===== config.mk =====
export PLATFORM = sky130hd
export DESIGN_NAME = apu_reg_sequencer
export DESIGN_NICKNAME = d
export VERILOG_FILES = /design/src/rtl/apu_reg_sequencer.sv
export SDC_FILE = /design/constraint.sdc
export NUM_CORES = 1
export LEC_CHECK = 0
export CAP_MARGIN = 20
export CORE_MARGIN = 1.5
export CORE_UTILIZATION = 50
export CTS_BUF_LIST = sky130_fd_sc_hd__clkbuf_4
export CTS_CLUSTER_SIZE = 30
export DETAILED_ROUTE_END_ITERATION = 6
export PLACE_DENSITY = 0.79
export SKIP_CTS_REPAIR_TIMING = 1
export SYNTH_ARGS = -nofsm -noshare
export SYNTH_HDL_FRONTEND = slang
export SYNTH_SLANG_ARGS = --single-unit

===== constraint.sdc =====
create_clock -name clk -period 3.3 [get_ports clk]
set_input_delay 0.66 -clock clk [delete_from_list [all_inputs] [get_ports clk]]
set_output_delay 0.66 -clock clk [all_outputs]
set_load 0.03 [all_outputs]

===== src/rtl/apu_reg_sequencer.sv =====
// apu_reg_sequencer: pairs UART data/address bytes into APU register writes,
// queues them in a small FIFO, and issues at most one write per apu_ce.
// Optional feature macro: CMD_TIMEOUT_EN (drops a stale data byte after
// TIMEOUT_CYCLES idle cycles in HAVE_DATA).
//
// Handshake: rx_valid is a one-cycle strobe with no back-pressure; every byte
// presented with rx_valid=1 is consumed that cycle. apu_ce is a qualifier only:
// a queued write is popped in a cycle where apu_ce=1 and appears on reg_we in
// the following cycle. There is no ready signal in either direction.
module apu_reg_sequencer #(
    parameter int DEPTH          = 4,
    parameter int TIMEOUT_CYCLES = 25000
) (
    input  logic       clk,
    input  logic       rst_n,
    input  logic [7:0] rx_data,
    input  logic       rx_valid,
    input  logic       apu_ce,
    output logic       reg_we,
    output logic [4:0] reg_addr,
    output logic [7:0] reg_data,
    output logic       err_seq,
    output logic       overflow,
    output logic       busy
);

    localparam int AW = $clog2(DEPTH);
    localparam int CW = AW + 1;

    typedef enum logic {
        IDLE      = 1'b0,
        HAVE_DATA = 1'b1
    } state_t;

    state_t     state_q, state_next;
    logic [6:0] data_q, data_next;
    logic       push, pop, err_next;

    logic [4:0]    fifo_addr [DEPTH];
    logic [7:0]    fifo_data [DEPTH];
    logic [AW-1:0] wr_ptr, rd_ptr;
    logic [CW-1:0] count;
    logic          fifo_full, fifo_empty, push_ok;

    assign fifo_full  = (count == CW'(DEPTH));
    assign fifo_empty = (count == '0);
    assign pop        = !fifo_empty && apu_ce;
    // A push into a full FIFO still lands when the head leaves in the same cycle.
    assign push_ok    = push && (!fifo_full || pop);
    assign busy       = !fifo_empty || (state_q != IDLE);

`ifdef CMD_TIMEOUT_EN
    localparam int TW = (TIMEOUT_CYCLES > 1) ? $clog2(TIMEOUT_CYCLES) : 1;
    logic [TW-1:0] tmo_cnt;
    logic          timeout_hit;

    assign timeout_hit = (state_q == HAVE_DATA) && !rx_valid &&
                         (tmo_cnt == TW'(TIMEOUT_CYCLES - 1));

    // Idle-cycle counter: runs only while a data byte waits for its address.
    always_ff @(posedge clk) begin
        if (!rst_n) begin
            tmo_cnt <= '0;
        end else if (state_q != HAVE_DATA || rx_valid) begin
            tmo_cnt <= '0;
        end else begin
            tmo_cnt <= tmo_cnt + 1'b1;
        end
    end
`endif

    // State and latched data byte register.
    always_ff @(posedge clk) begin
        if (!rst_n) begin
            state_q <= IDLE;
            data_q  <= '0;
        end else begin
            state_q <= state_next;
            data_q  <= data_next;
        end
    end

    // Byte-pairing decode: next state, data latch, push request and error.
    always_comb begin
        state_next = state_q;
        data_next  = data_q;
        push       = 1'b0;
        err_next   = 1'b0;
        case (state_q)
            IDLE: begin
                if (rx_valid) begin
                    if (rx_data[7]) begin
                        err_next = 1'b1;
                    end else begin
                        data_next  = rx_data[6:0];
                        state_next = HAVE_DATA;
                    end
                end
            end
            HAVE_DATA: begin
                if (rx_valid) begin
                    if (!rx_data[7]) begin
                        data_next = rx_data[6:0];
                        err_next  = 1'b1;
                    end else if (rx_data[6]) begin
                        err_next   = 1'b1;
                        state_next = IDLE;
                    end else begin
                        push       = 1'b1;
                        state_next = IDLE;
                    end
                end
`ifdef CMD_TIMEOUT_EN
                else if (timeout_hit) begin
                    err_next   = 1'b1;
                    state_next = IDLE;
                end
`endif
            end
            default: state_next = IDLE;
        endcase
    end

    // FIFO storage; contents need no reset since count gates every read.
    always_ff @(posedge clk) begin
        if (push_ok) begin
            fifo_addr[wr_ptr] <= rx_data[5:1];
            fifo_data[wr_ptr] <= {rx_data[0], data_q};
        end
    end

    // FIFO pointers, occupancy count and sticky overflow flag.
    always_ff @(posedge clk) begin
        if (!rst_n) begin
            wr_ptr   <= '0;
            rd_ptr   <= '0;
            count    <= '0;
            overflow <= 1'b0;
        end else begin
            if (push_ok) wr_ptr <= wr_ptr + 1'b1;
            if (pop)     rd_ptr <= rd_ptr + 1'b1;
            if (push_ok && !pop)      count <= count + 1'b1;
            else if (!push_ok && pop) count <= count - 1'b1;
            if (push && !push_ok)     overflow <= 1'b1;
        end
    end

    // Registered write port and error pulse; addr/data hold between writes.
    always_ff @(posedge clk) begin
        if (!rst_n) begin
            reg_we   <= 1'b0;
            reg_addr <= '0;
            reg_data <= '0;
            err_seq  <= 1'b0;
        end else begin
            reg_we  <= pop;
            err_seq <= err_next;
            if (pop) begin
                reg_addr <= fifo_addr[rd_ptr];
                reg_data <= fifo_data[rd_ptr];
            end
        end
    end

endmodule


==> impl_metrics.tcl, run 1 <==
set metrics [dict create \
    total_leakage_power_nw 1.26 \
    rsz0062_at_grt "false" \
    critPathRequiredTime_ns 2.64 \
    grt_overflow_total 0 \
    drt_iter0_markers 122 \
    cts-buffers-inserted 9 \
    synth-seq-area-share_pct 69.9 \
    die-area_um2 6730 \
    clock_skew_ns 0.0136 \
    grt_pass1_vias 1645 \
    initial_core_util_pct 52.1 \
    grt_first_pass_wirelength_um 8220 \
    n_antenna_cell 0 \
    path_clk_slew_ns 0.12 \
    hold_ws_ns 0.491 \
    clk_path_buf_depth 2 \
    drtPass1Iterations 4 \
    finalCritPeriodShare_pct 79.3 \
    postSynthCellCount 178 \
    ctsHtreeMaxLevel 3 \
    dpl.hpwl_um 3320 \
    nNetsFinal 235 \
    wirelength_um 5200 \
    clock.fmax_mhz 382 \
    critical_path_class "flip-flop to output port" \
    die_y_um 82.0 \
    crit_path_end_kind "output port" \
    io_pins 29 \
    cts.sinks 83 \
    multi_input_area_um2 858 \
    hold_path.class "flip-flop to flip-flop" \
    cp_max_fo 6 \
    arrival_ns 1.96 \
    insertion_delay_ns 0.43 \
    hold_viol_final 0 \
    clockRootBuffer "clkbuf_4" \
    syn2layout_area_growth_pct 16.2 \
    syn-cell-area_um2 3120 \
    cp-start-kind "flip-flop" \
    synth_warnings 0 \
    regArea_um2 2180 \
    numPortBuffers 28 \
    synth_edf_count 52 \
    core_area_um2 5990 \
    slew_viol_final 0 \
    antenna_left 0 \
    wire_per_inst_um 17.5 \
    post-route-util_pct 60.6 \
    status "finished, final reports clean" \
    drive_above_1_share_pct 14.9 \
    antenna_found_initial 0 \
    synth_fp_nets 196 \
    worst_pin_slew_ns 0.728 \
    synthFlopType "edfxtp_1" \
    async_flop_share_pct 0 \
    cts_tree "built" \
    synth-seq-cells 83 \
    grt_use_total_pct 17.9 \
    relSlewSlack_pct 51.4 \
    synth_cell_types 30 \
    fin_crit_ns 2.62 \
    ir_drop_v 0.000459 \
    final.setup.tns_ns 0 \
    drv_cap 0 \
    fp.dieW_um 82.0 \
    vias_per_cell 5.44 \
    gp_congestion 0.770 \
    power_per_cell_area_nw_per_um2 651 \
    grt_max_degree 15 \
    route.detailed.drc 0 \
    num_rows 28 \
    setup_viol_count_final 0 \
    vias 1617 \
    final.fill_count 461 \
    syn_avg_cell_area_um2 17.5 \
]
==> synth_stat cells (all sizes together) (2+ instances only) <==
master / instances / area, um^2
inv: 4 / 15.0
xor2: 4 / 35.0
mux4: 13 / 312
ha: 5 / 62.6
a22o: 13 / 114
mux2i: 10 / 100
buf: 7 / 63.8
a21oi: 2 / 10.0
and3b: 2 / 17.5
nand2: 4 / 15.0
dfxtp: 31 / 621
edfxtp: 52 / 1560
and2: 5 / 31.3
o21ai: 2 / 10.0
nor2: 14 / 52.6
==> sequential cells by signal, summed over array words and instances, names as in the netlist, 2 cells and up, named ones only <==
register	flops
reg_addr	5
rd_ptr	2
fifo_data	32
wr_ptr	2
data_q	7
reg_data	8
fifo_addr	20
count	3
==> per-layer routing <==
metal	up-vias	wire [um]	share of wire [%]	global-route usage, %
met1	809	2290	44	21.3
li1	764	-	-	-
met5	-	0	0	0
met2	34	2630	51	30.5
met3	10	155	3.0	3.67
met4	0	116	2.2	9.66
==> path summary, 6_finish.rpt <==
path,from,to,cells after the start,slack [ns]
hold reg to reg,reg_data[0]$_SDFFE_PN0P_,reg_data[0]$_SDFFE_PN0P_,1,0.49
hold / removal,reg_data[0]$_SDFFE_PN0P_,reg_data[0]$_SDFFE_PN0P_,1,0.49
setup reg to reg,count[1]$_SDFFE_PN0P_,count[2]$_SDFFE_PN0P_,8,0.94
setup / recovery,count[2]$_SDFFE_PN0P_,busy,2,0.68
==> critical path: stages, from the launching register on <==
cell             delay (ns)
dfxtp_1                0.39
or4_1                  0.54
clkdlybuf4s50_1        0.61
==> logic make-up after synthesis <==
kind of cell / Yosys count / synth area share (%)
mux: 23 / 13.2
simple gates: 29 / 4.85
compound gates: 21 / 5.69
xor+xnor: 4 / 1.12
fa+ha+maj: 6 / 2.64
flops: 83 / 69.9
buf+inv: 12 / 2.64
==> metrics by stage <==
stage	worst slack, ns	cell area (um^2)	total power, mW	instances
2_1_floorplan	0.931	3120	1.63	178
3_3_place_gp	0.343	3480	1.80	280
3_5_place_dp	0.254	3480	1.82	280
4_1_cts	0.661	3620	2.38	296
5_1_grt	0.546	3630	2.47	297
6_report	0.682	3630	2.36	297
==> final cells by class <==
| cell class | instances | share of cell area, % |
|---|---|---|
| Sequential cell | 83 | 60.1 |
| Tap cell | 75 | 2.59 |
| Inverter | 4 | 0.414 |
| Clock buffer | 9 | 1.86 |
| Clock inverter | 7 | 1.86 |
| Timing Repair Buffer | 36 | 9.48 |
| Multi-Input combinational cell | 83 | 23.7 |
==> layout by cell type (no fill, tap or decap) <==
cell type        synthesis  final
a21oi_1                  2      2
a22o_1                  13     13
a31oi_1                  1      1
and2_1                   5      5
and3b_1                  2      2
buf_4                    1      7
buf_6                    2      1
bufinv_16                0      1
clkbuf_4                 0      9
clkdlybuf4s50_1          0     28
clkinv_1                 0      1
clkinv_2                 0      2
clkinvlp_4               0      2
dfxtp_1                 31     31
edfxtp_1                52     52
fa_1                     1      1
ha_1                     5      5
inv_1                    4      4
inv_6                    0      1
mux2i_1                 10     10
mux4_1                   5      5
mux4_2                   8      8
nand2_1                  4      4
nor2_1                  14     14
nor2b_1                  1      1
nor4b_2                  1      1
o211ai_1                 1      1
o21ai_0                  2      2
o311ai_0                 1      1
o31ai_4                  1      1
or3_1                    1      1
or4_1                    1      1
xor2_1                   4      4
==> power breakdown <==
| group | total, mW | internal, mW | switching (mW) |
|---|---|---|---|
| Clock | 0.565 | 0.228 | 0.337 |
| Sequential | 1.26 | 1.18 | 0.0846 |
| Combinational | 0.534 | 0.259 | 0.274 |
Note: power is estimated with default switching activity, not from simulation.
==> run 2, diff against run 1 <==
--- a/config.mk
+++ b/config.mk
@@ -11,7 +11,7 @@
 export CTS_BUF_LIST = sky130_fd_sc_hd__clkbuf_4
 export CTS_CLUSTER_SIZE = 30
 export DETAILED_ROUTE_END_ITERATION = 6
-export PLACE_DENSITY = 0.79
+export PLACE_DENSITY = 0.82
 export SKIP_CTS_REPAIR_TIMING = 1
 export SYNTH_ARGS = -nofsm -noshare
 export SYNTH_HDL_FRONTEND = slang
==> constraint.sdc (replaced) <==
create_clock -name clk -period 2.2 [get_ports clk]
set_input_delay 0.44 -clock clk [delete_from_list [all_inputs] [get_ports clk]]
set_output_delay 0.44 -clock clk [all_outputs]
set_load 0.03 [all_outputs]
==> impl_metrics.tcl, run 2 (synthesized netlist as in run 1, its figures left out) <==
set metrics [dict create \
    status "finished, final reports clean" \
    fp.dieW_um 82.0 \
    critical-path-max-stage-delay_ns 0.48 \
    gp_congestion 0.757 \
    place_ws_ns -0.366 \
    drt_iter0_markers 95 \
    grt_max_degree 15 \
    critical_path_class "primary input to flip-flop" \
    regToRegSetupSlack_ns 0.13 \
    setup_viol_count_final 0 \
    final_area_um2 3830 \
    place_area_um2 3640 \
    ctsHtreeMaxLevel 3 \
    hold_viol_final 0 \
    grt_overflow_total 0 \
    vias 1649 \
    nNetsFinal 248 \
    initial_core_util_pct 52.1 \
    num_rows 28 \
    wirelength_um 5080 \
    cts.sinks 83 \
    placedCellCount 293 \
    slew_viol_final 0 \
    die-area_um2 6730 \
    final.setup.tns_ns 0 \
    critPathRequiredTime_ns 2.55 \
    clock_skew_ns 0.00870 \
    wire_per_inst_um 16.4 \
    post-route-util_pct 63.9 \
    cts_tree "built" \
    final_common_cell "edfxtp_1" \
    total_leakage_power_nw 1.36 \
    critical_path.slowest_cell "clkdlybuf4s50_1" \
    finalCritPeriodShare_pct 96.6 \
    hold_path.class "flip-flop to flip-flop" \
    core_area_um2 5990 \
    path_clk_slew_ns 0.12 \
    io_pins 29 \
    grt_first_pass_wirelength_um 7940 \
    clk_path_buf_depth 2 \
    drtPass1Iterations 4 \
    cts-buffers-inserted 9 \
    arrival_ns 2.47 \
    clock.fmax_mhz 471 \
    final.fill_count 416 \
    route.detailed.drc 0 \
    syn2layout_area_growth_pct 22.5 \
    dpl.hpwl_um 3320 \
    die_y_um 82.0 \
    cp-start-kind "primary input" \
    fin_cells 310 \
    antenna_found_initial 0 \
    clockRootBuffer "clkbuf_4" \
    grt_use_total_pct 17.0 \
    fin_crit_ns 2.12 \
    rsz0062_at_grt "false" \
    critical_path.most_common_cell "and3b_1" \
    largest_reg_flops 32 \
    numPortBuffers 28 \
    insertion_delay_ns 0.40 \
    ir_drop_v 0.000648 \
    relSlewSlack_pct 56.0 \
    cp_max_fo 2 \
    antenna_left 0 \
    vias_per_cell 5.32 \
    grt_pass1_vias 1653 \
    worst_pin_slew_ns 0.659 \
    power_per_cell_area_nw_per_um2 973 \
    power_mw 3.72 \
    crit_chain "clkdlybuf4s50_1, and3b_1, and3b_1, ha_2, inv_1, fa_2, xor2_1, or3_1, a21oi_2" \
    n_antenna_cell 0 \
    drive_above_1_share_pct 21.3 \
    postLayoutSetupSlackWorst_ns 0.0753 \
    hold_ws_ns 0.491 \
    top_regs "fifo_data: 32 flops, fifo_addr: 20 flops, reg_data: 8 flops" \
    final_cell_mix "edfxtp_1, dfxtp_1, clkdlybuf4s50_1" \
    drv_cap 0 \
    largest_register "fifo_data" \
    crit_path_end_kind "flip-flop" \
]
-- run 2: area by class of cell --
type                            count  area [um^2]  area share [%]
Clock buffer                       10         75.1            1.96
Clock inverter                      6         90.1            2.35
Inverter                            4         15.0           0.392
Multi-Input combinational cell     83          867            22.7
Sequential cell                    83         2180            57.0
Tap cell                           75         93.8            2.45
Timing Repair Buffer               49          503            13.1
-- run 2: per-layer routing --
metal / track usage, % / part of all wire, % / up-vias
li1: - / - / 790
met1: 19.8 / 40 / 811
met2: 29.8 / 54 / 41
met3: 3.22 / 4.0 / 7
met4: 8.64 / 1.3 / 0
met5: 0 / 0 / -
-- run 2: path summary, 6_finish.rpt --
check,from,endpoint,depth (start not counted)
worst min register to register,reg_addr[2]$_SDFFE_PN0P_,reg_addr[2]$_SDFFE_PN0P_,1
worst max-delay path,rx_data[7],count[2]$_SDFFE_PN0P_,9
worst min-delay path,reg_addr[2]$_SDFFE_PN0P_,reg_addr[2]$_SDFFE_PN0P_,1
worst max register to register,count[2]$_SDFFE_PN0P_,count[2]$_SDFFE_PN0P_,8
-- run 2: critical path, delay by kind of cell --
family	cells	cell delay, ns
simple gates	3	0.69
buf+inv	2	0.53
fa+ha+maj	2	0.51
xor+xnor	1	0.16
compound gates	1	0.14
-- run 2: power breakdown --
group          total [mW]  internal (mW)  switching, mW  leakage (nW)
registers            1.87           1.77          0.102         0.725
clock network       0.967          0.476          0.491        0.0866
logic               0.886          0.446          0.439         0.549
==> run 3, diff against run 2 <==
--- a/config.mk
+++ b/config.mk
@@ -12,7 +12,6 @@
 export CTS_CLUSTER_SIZE = 30
 export DETAILED_ROUTE_END_ITERATION = 6
 export PLACE_DENSITY = 0.82
-export SKIP_CTS_REPAIR_TIMING = 1
 export SYNTH_ARGS = -nofsm -noshare
 export SYNTH_HDL_FRONTEND = slang
 export SYNTH_SLANG_ARGS = --single-unit
==> impl_metrics.tcl, run 3 (synthesized netlist as in run 1, its figures left out) <==
set metrics [dict create \
    status "finished, final reports clean" \
    cp-start-kind "primary input" \
    largest_reg_flops 32 \
    clk_path_buf_depth 2 \
    grt_use_total_pct 17.0 \
    final_common_cell "edfxtp_1" \
    hold_viol_final 0 \
    power_frac_clock_pct 26.1 \
    grt_max_degree 15 \
    drive_above_1_share_pct 21.7 \
    vias_per_cell 5.38 \
    ir_drop_v 0.000603 \
    grt_first_pass_wirelength_um 7940 \
    io_pins 29 \
    final.fill_count 419 \
    crit_chain "clkdlybuf4s50_1, and3b_1, and3b_1, ha_2, inv_1, fa_2, xor2_1, or3_1, a21oi_2" \
    critical_path_class "primary input to flip-flop" \
    antenna_found_initial 0 \
    num_rows 28 \
    setup_viol_count_final 0 \
    cp_max_fo 2 \
    grt_pass1_vias 1653 \
    p_sw_mw 1.04 \
    drv_cap 0 \
    worst_pin_slew_ns 0.663 \
    initial_core_util_pct 52.1 \
    final_area_um2 3820 \
    finalCritPeriodShare_pct 96.3 \
    worst-path-buf-inv 2 \
    place_area_um2 3640 \
    drt_iter0_markers 90 \
    drtPass1Iterations 4 \
    numPortBuffers 28 \
    power_mw 3.72 \
    arrival_ns 2.47 \
    grt_overflow_total 0 \
    dpl.hpwl_um 3320 \
    postLayoutSetupSlackWorst_ns 0.0809 \
    slew_viol_final 0 \
    crit_path_end_kind "flip-flop" \
    final.setup.tns_ns 0 \
    nNetsFinal 248 \
    critical-path-max-stage-delay_ns 0.48 \
    switching_share_pct 27.9 \
    cts_tree "built" \
    insertion_delay_ns 0.40 \
    relSlewSlack_pct 55.7 \
    n_antenna_cell 0 \
    critPathTopFamily "simple AND/OR/NAND/NOR gates" \
    antenna_left 0 \
    cts.sinks 83 \
    wire_per_inst_um 16.5 \
    critPathRequiredTime_ns 2.55 \
    clock_skew_ns 0.00987 \
    final_cell_mix "edfxtp_1, dfxtp_1, clkdlybuf4s50_1" \
    ctsHtreeMaxLevel 3 \
    cts-buffers-inserted 9 \
    route.detailed.drc 0 \
    syn2layout_area_growth_pct 22.3 \
    rsz0062_at_grt "false" \
    die-area_um2 6730 \
    place_ws_ns -0.366 \
    critical_path.slowest_cell "clkdlybuf4s50_1" \
    core_area_um2 5990 \
    path_clk_slew_ns 0.12 \
    fin_crit_ns 2.12 \
    gp_congestion 0.757 \
    total_leakage_power_nw 1.35 \
    top_regs "fifo_data: 32 flops, fifo_addr: 20 flops, reg_data: 8 flops" \
    hold_path.class "flip-flop to flip-flop" \
    critical_path.most_common_cell "and3b_1" \
    vias 1667 \
    die_y_um 82.0 \
    hold_ws_ns 0.492 \
    wirelength_um 5110 \
    power_per_cell_area_nw_per_um2 973 \
    combPwrFrac_pct 23.6 \
    seq_power_share_pct 50.4 \
    largest_register "fifo_data" \
    clock.fmax_mhz 472 \
    clockRootBuffer "clkbuf_4" \
    power.internal_mw 2.68 \
    fp.dieW_um 82.0 \
]
==> run 3: changes by cell type in the layout (fill, tap and decap cells not counted), sizes merged <==
cell,change
clkbuf,+1
dlymetal6s2s,-1
==> run 3: layout make-up <==
type / count / area, um^2 / area share [%]
Sequential cell: 83 / 2180 / 57.1
Clock buffer: 10 / 75.1 / 1.97
Multi-Input combinational cell: 83 / 867 / 22.7
Timing Repair Buffer: 49 / 495 / 13.0
Clock inverter: 6 / 90.1 / 2.36
Tap cell: 75 / 93.8 / 2.46
Inverter: 4 / 15.0 / 0.393
==> run 3: stage by stage <==
step                      util, %  std cells
after floorplan                 -        178
after global placement       60.8        293
after detailed placement     60.8        293
after CTS                    63.5        309
after global routing         63.7        310
final                        63.7        310
==> run 3: power groups by stage <==
stage,Sequential (mW),Combinational (mW),Clock [mW]
after detailed placement,1.91,0.881,0
after global routing,1.89,0.945,1.05
after global placement,1.90,0.869,0
final,1.87,0.876,0.968
after CTS,1.87,0.878,0.990
after floorplan,2.04,0.406,0
==> run 3: what timing repair did <==
action,in CTS,in global routing
hold buffers,0,0
endpoints found under the setup margin,1,2
setup buffers,0,1
endpoints found under the hold margin,0,0
gates resized for setup,1,5
==> run 3: final timing paths <==
path | cells past startpoint | slack, ns | from | to
max reg2reg | 8 | 0.13 | count[2]$_SDFFE_PN0P_ | count[2]$_SDFFE_PN0P_
max | 9 | 0.08 | rx_data[7] | count[2]$_SDFFE_PN0P_
min | 1 | 0.49 | reg_addr[2]$_SDFFE_PN0P_ | reg_addr[2]$_SDFFE_PN0P_
min reg2reg | 1 | 0.49 | reg_addr[2]$_SDFFE_PN0P_ | reg_addr[2]$_SDFFE_PN0P_
==> run 3: layer usage <==
layer | up-vias | wire [um] | GRT usage (%)
met5 | - | 0 | 0
met4 | 0 | 96 | 8.64
met3 | 8 | 175 | 3.22
met2 | 41 | 2750 | 29.8
met1 | 826 | 2090 | 19.8
li1 | 792 | - | -
